--- src/rtl/poly_stream_tx_pkg.sv ---
// Shared defaults and FSM encoding for the polynomial stream transmitter.
package poly_stream_tx_pkg;

  localparam int PS_GF    = 12;
  localparam int PS_T     = 64;
  localparam int PS_CNT_W = $clog2(PS_T);

  typedef enum logic [1:0] {
    IDLE = 2'd0,
    SEND = 2'd1,
    FIN  = 2'd2
  } state_t;

endpackage

--- src/rtl/poly_stream_tx.sv ---
// Captures a T-coefficient GF(2^m) polynomial and streams it out one coefficient per valid/ready handshake.
// Optional degree / all-zero tracking is built when POLY_STREAM_DEG_EN is defined.
module poly_stream_tx
  import poly_stream_tx_pkg::*;
#(
  parameter int GF    = PS_GF,
  parameter int T     = PS_T,
  parameter int CNT_W = $clog2(T)
) (
  input  logic              clk,
  input  logic              rst_n,
  input  logic              start,
  input  logic [GF*T-1:0]   poly_in,
  output logic              busy,
  output logic [GF-1:0]     out_data,
  output logic              out_valid,
  input  logic              out_ready,
  output logic              out_last,
`ifdef POLY_STREAM_DEG_EN
  output logic [CNT_W-1:0]  deg,
  output logic              poly_zero,
  output logic              done
`else
  output logic              done
`endif
);

  // Handshake: a coefficient transfers on a rising edge where out_valid && out_ready;
  // out_valid stays high from the first coefficient until the final transfer.
  state_t           r_state;
  state_t           w_next_state;
  logic [GF*T-1:0]  r_shift;
  logic [CNT_W-1:0] r_idx;
  logic [GF-1:0]    w_coeff;
  logic             w_hs;
  logic             w_at_last;
  logic             w_capture;

  assign w_coeff   = r_shift[GF-1:0];
  assign w_at_last = (r_idx == CNT_W'(T - 1));
  assign w_hs      = (r_state == SEND) && out_ready;
  assign w_capture = (r_state == IDLE) && start;

  always_ff @(posedge clk or negedge rst_n) begin
    if (!rst_n) begin
      r_state <= IDLE;
    end else begin
      r_state <= w_next_state;
    end
  end

  always_comb begin
    w_next_state = r_state;
    busy         = 1'b0;
    out_valid    = 1'b0;
    out_last     = 1'b0;
    done         = 1'b0;
    out_data     = w_coeff;
    case (r_state)
      IDLE: begin
        if (start) w_next_state = SEND;
      end
      SEND: begin
        busy      = 1'b1;
        out_valid = 1'b1;
        out_last  = w_at_last;
        if (w_hs && w_at_last) w_next_state = FIN;
      end
      FIN: begin
        done         = 1'b1;
        w_next_state = IDLE;
      end
      default: w_next_state = IDLE;
    endcase
  end

  // After T shifts the register is empty, so out_data naturally rests at zero outside a stream.
  always_ff @(posedge clk or negedge rst_n) begin
    if (!rst_n) begin
      r_shift <= '0;
      r_idx   <= '0;
    end else if (w_capture) begin
      r_shift <= poly_in;
      r_idx   <= '0;
    end else if (w_hs) begin
      r_shift <= r_shift >> GF;
      if (!w_at_last) r_idx <= r_idx + 1'b1;
    end
  end

`ifdef POLY_STREAM_DEG_EN
  logic [CNT_W-1:0] r_deg;
  logic             r_poly_zero;
  logic [CNT_W-1:0] r_deg_trk;
  logic             r_zero_trk;
  logic             w_nz;

  assign w_nz      = (w_coeff != '0);
  assign deg       = r_deg;
  assign poly_zero = r_poly_zero;

  // Trackers follow the stream; the visible outputs load on the final transfer so they appear with done.
  always_ff @(posedge clk or negedge rst_n) begin
    if (!rst_n) begin
      r_deg       <= '0;
      r_poly_zero <= 1'b0;
      r_deg_trk   <= '0;
      r_zero_trk  <= 1'b1;
    end else if (w_capture) begin
      r_deg       <= '0;
      r_poly_zero <= 1'b0;
      r_deg_trk   <= '0;
      r_zero_trk  <= 1'b1;
    end else if (w_hs) begin
      if (w_nz) begin
        r_deg_trk  <= r_idx;
        r_zero_trk <= 1'b0;
      end
      if (w_at_last) begin
        r_deg       <= w_nz ? r_idx : r_deg_trk;
        r_poly_zero <= r_zero_trk && !w_nz;
      end
    end
  end
`endif

endmodule

--- config.mk ---
export PLATFORM = sky130hd
export DESIGN_NAME = poly_stream_tx
export DESIGN_NICKNAME = d
export VERILOG_FILES = /design/src/rtl/poly_stream_tx_pkg.sv /design/src/rtl/poly_stream_tx.sv
export SDC_FILE = /design/constraint.sdc
export NUM_CORES = 2
export LEC_CHECK = 0
export ABC_AREA = 1
export BUFFER_PORTS_ARGS = -buffer_cell sky130_fd_sc_hd__clkbuf_2
export CAP_MARGIN = 0
export CELL_PAD_IN_SITES_DETAIL_PLACEMENT = 1
export CELL_PAD_IN_SITES_GLOBAL_PLACEMENT = 2
export CORE_AREA = 2 2 324 326
export DETAILED_ROUTE_END_ITERATION = 12
export DIE_AREA = 0 0 326 328
export MAX_ROUTING_LAYER = met4
export PLACE_DENSITY_LB_ADDON = 0.1
export SETUP_SLACK_MARGIN = 0.4
export SLEW_MARGIN = 20
export SYNTH_ARGS = -nofsm -noshare
export SYNTH_HDL_FRONTEND = slang
export SYNTH_SLANG_ARGS = --single-unit
--- constraint.sdc ---
create_clock -name clk -period 3.88 [get_ports clk]
set_input_delay 0.194 -clock clk [delete_from_list [all_inputs] [get_ports clk]]
set_output_delay 0.194 -clock clk [all_outputs]
set_load 0.05 [all_outputs]
==> flow_metrics.tcl <==
set metrics [dict create \
    grt_overflow 0 \
    yosys-top-cells-count "796 x nand2_1, 776 x dfrtp_1, 753 x nor2_1" \
    rows 118 \
    grt_first_pass_wirelength_um 239000 \
    rsz0062_at_grt "false" \
    ys_seq_area_frac 0.558 \
    cts_tree "done" \
    clock_path_buffers 3 \
    grt_max_degree 163 \
    drt_iter0_markers 2415 \
    p_sw_mw 12.8 \
    p_per_area_mw_per_mm2 662 \
    pin_count 788 \
    clk_pin_slew_ps 60 \
    synth_most_common_cell "nand2_1" \
    p_int_mw 20.9 \
    dpl_cell_area_mm2 0.0398 \
    drcViolationCount 0 \
    grt_util_all_layers 0.296 \
    status "finished clean" \
    synth_top_area_frac 0.558 \
    cts-buffers-inserted 91 \
    fmax_mhz 385 \
    synth_warnings 0 \
    wire_per_inst_um 21.8 \
    drive_gt1_frac 0.179 \
    fin_crit_ps 2600 \
    place.port_buffers 787 \
    start_util 0.337 \
    vias_per_cell 5.10 \
    p_leak_nw 23.4 \
    r2r_start "r_state[1]$_DFFE_PN0P_" \
    critPathLaunchType "flop" \
    dr.pass1.iters 5 \
    netlist_instances 4244 \
    yosys.area.top_type "dfrtp_1" \
    hp-class "in2reg" \
    maxSlewHeadroom 0.414 \
    netlist_top_cells_area "dfrtp_1 56%, o21ai_1 9.6%, nand2_1 8.6%, nor2_1 8.1%, a21oi_1 6.7%" \
    cts_root_buf "clkbuf_16" \
    ys_ff_latch 776 \
    nFillCells 12300 \
    r2r_slack_ps 1280 \
    rr_worst_depth 7 \
    grt_pass1_vias 39500 \
    drv_slew 0 \
    gp_congestion 0.805 \
    finClkSkew_ps 16.1 \
    die_x_um 326 \
    crit_type "reg2reg" \
    post_cts_resized 0 \
    finalWirelength_um 155000 \
    synth_nets 5017 \
    place_hpwl_um 99100 \
    post_cts_buffers 0 \
    cp.required_ps 4460 \
    synth-main-ff-cell "dfrtp_1" \
    setup-tns-final_ps 0 \
    fin_nets 6386 \
    r2r-end "r_shift[139]$_DFFE_PN0P_" \
    clock_latency_ps 670 \
    hold_viol 0 \
    pwr-share-clk 0.278 \
    die_y_um 328 \
    worstHoldPathCells 3 \
    cts_max_level 3 \
    netlist_area_mm2 0.0348 \
    tightest_slew_ps 880 \
    final_area_mm2 0.0509 \
    p_sw_frac 0.380 \
    vias 36400 \
    ir_worst_vdd_v 0.000470 \
    antenna_found_initial 60 \
    syn2layout_area_growth_pct 46.1 \
    numClockSinks 776 \
    ant_nets 0 \
    whs_endpoint "r_state[1]$_DFFE_PN0P_" \
    setup_viol 0 \
    cp-end-kind "flop" \
    die-area_mm2 0.107 \
    synth.distinct_cells 22 \
    combPwrFrac 0.339 \
    synth_edf_count 0 \
    seq_power_share 0.382 \
    worst-path-max-fanout 89 \
    coreArea_mm2 0.103 \
    cap_violations 0 \
    period_share 0.670 \
    crit_arrival_ps 3180 \
    avgSynthCellArea_um2 8.21 \
    hold_start "out_ready" \
    synthArstFlopShare 1.00 \
]
timing repair:
item	4_1_cts	5_1_grt
endpoints found under the setup margin	0	0
hold buffers	768	0
endpoints found under the hold margin	828	0
cell type report:
| class | instances | area [um^2] | area share |
|---|---|---|---|
| diodes | 67 | 168 | 0.00329 |
| clock buffers | 136 | 2740 | 0.0538 |
| clock inverters | 33 | 512 | 0.0101 |
| inverters | 24 | 105 | 0.00206 |
| multi-input cells | 3095 | 13600 | 0.268 |
| flip-flops and latches | 776 | 19400 | 0.382 |
| well taps | 1380 | 1730 | 0.0339 |
| repair buffers | 1625 | 12600 | 0.248 |
worst max path at each step:
stage | to | slack (ps) | start
after floorplan | r_shift[139]$_DFFE_PN0P_ | 2210 | r_state[1]$_DFFE_PN0P_
after global placement | r_shift[95]$_DFFE_PN0P_ | 1290 | r_state[1]$_DFFE_PN0P_
after detailed placement | r_shift[99]$_DFFE_PN0P_ | 1240 | r_state[1]$_DFFE_PN0P_
after CTS | r_shift[163]$_DFFE_PN0P_ | 1220 | r_state[1]$_DFFE_PN0P_
after global routing | r_shift[124]$_DFFE_PN0P_ | 1070 | r_state[1]$_DFFE_PN0P_
final | r_shift[139]$_DFFE_PN0P_ | 1280 | r_state[1]$_DFFE_PN0P_
cell families (layout without fill, tap and decap cells):
kind of cell,after synthesis,in the layout,share of synthesized area
simple gates,1566,1566,0.171
buf+inv,373,1818,0.0517
fa+ha+maj,1,1,0.000359
other cells,0,67,0
flops,776,776,0.558
xor+xnor,1,1,0.000252
compound gates,1527,1527,0.220
power groups by stage:
stage          combinational, mW  sequential [mW]  clock [mW]
6_report                    11.4             12.9        9.38
4_1_cts                     11.5             12.8        9.59
3_5_place_dp                10.8             12.9           0
3_3_place_gp                10.5             12.9           0
2_1_floorplan               7.58             12.3           0
5_1_grt                     12.9             13.2        9.88
per-stage QoR:
step	utilization	hold slack [ps]	worst slack, ps	cells	total power [mW]
after floorplan	-	-102	2210	4244	19.8
after global placement	0.386	249	1290	6132	23.4
after detailed placement	0.386	252	1240	6132	23.6
after CTS	0.492	24.3	1220	7069	33.9
after global routing	0.493	28.1	1070	7130	36.0
final	0.493	50.5	1280	7136	33.7
state kept, by name, summed over array words and instances, names as in the netlist:
name and cells:
r_idx 6, r_state 2, r_shift 768
critical path: stages (launching register included):
cell     delay [ps]
dfrtp_1         400
inv_2            80
nand3_4         330
nand2_8         320
inv_8           560
buf_4           510
nand2_1         120
o21ai_1         110
per-layer routing:
| metal | vias to the layer above | GRT usage | share of wire |
|---|---|---|---|
| met5 | - | - | 0 |
| met1 | 18100 | 0.368 | 0.42 |
| li1 | 16900 | - | - |
| met4 | 0 | 0.143 | 0.052 |
| met2 | 1043 | 0.472 | 0.48 |
| met3 | 388 | 0.0444 | 0.044 |
cells in the final DEF (no fill, tap or decap), types with 67 or more instances in the layout:
master         instances
a21oi_1              465
dfrtp_1              776
clkbuf_2             786
diode_2               67
nand2_1              796
o21ai_0              389
nor2_1               753
dlygate4sd3_1        768
clkbuf_16             93
o21ai_1              671
No activity file was read; power rests on OpenSTA's default activity.
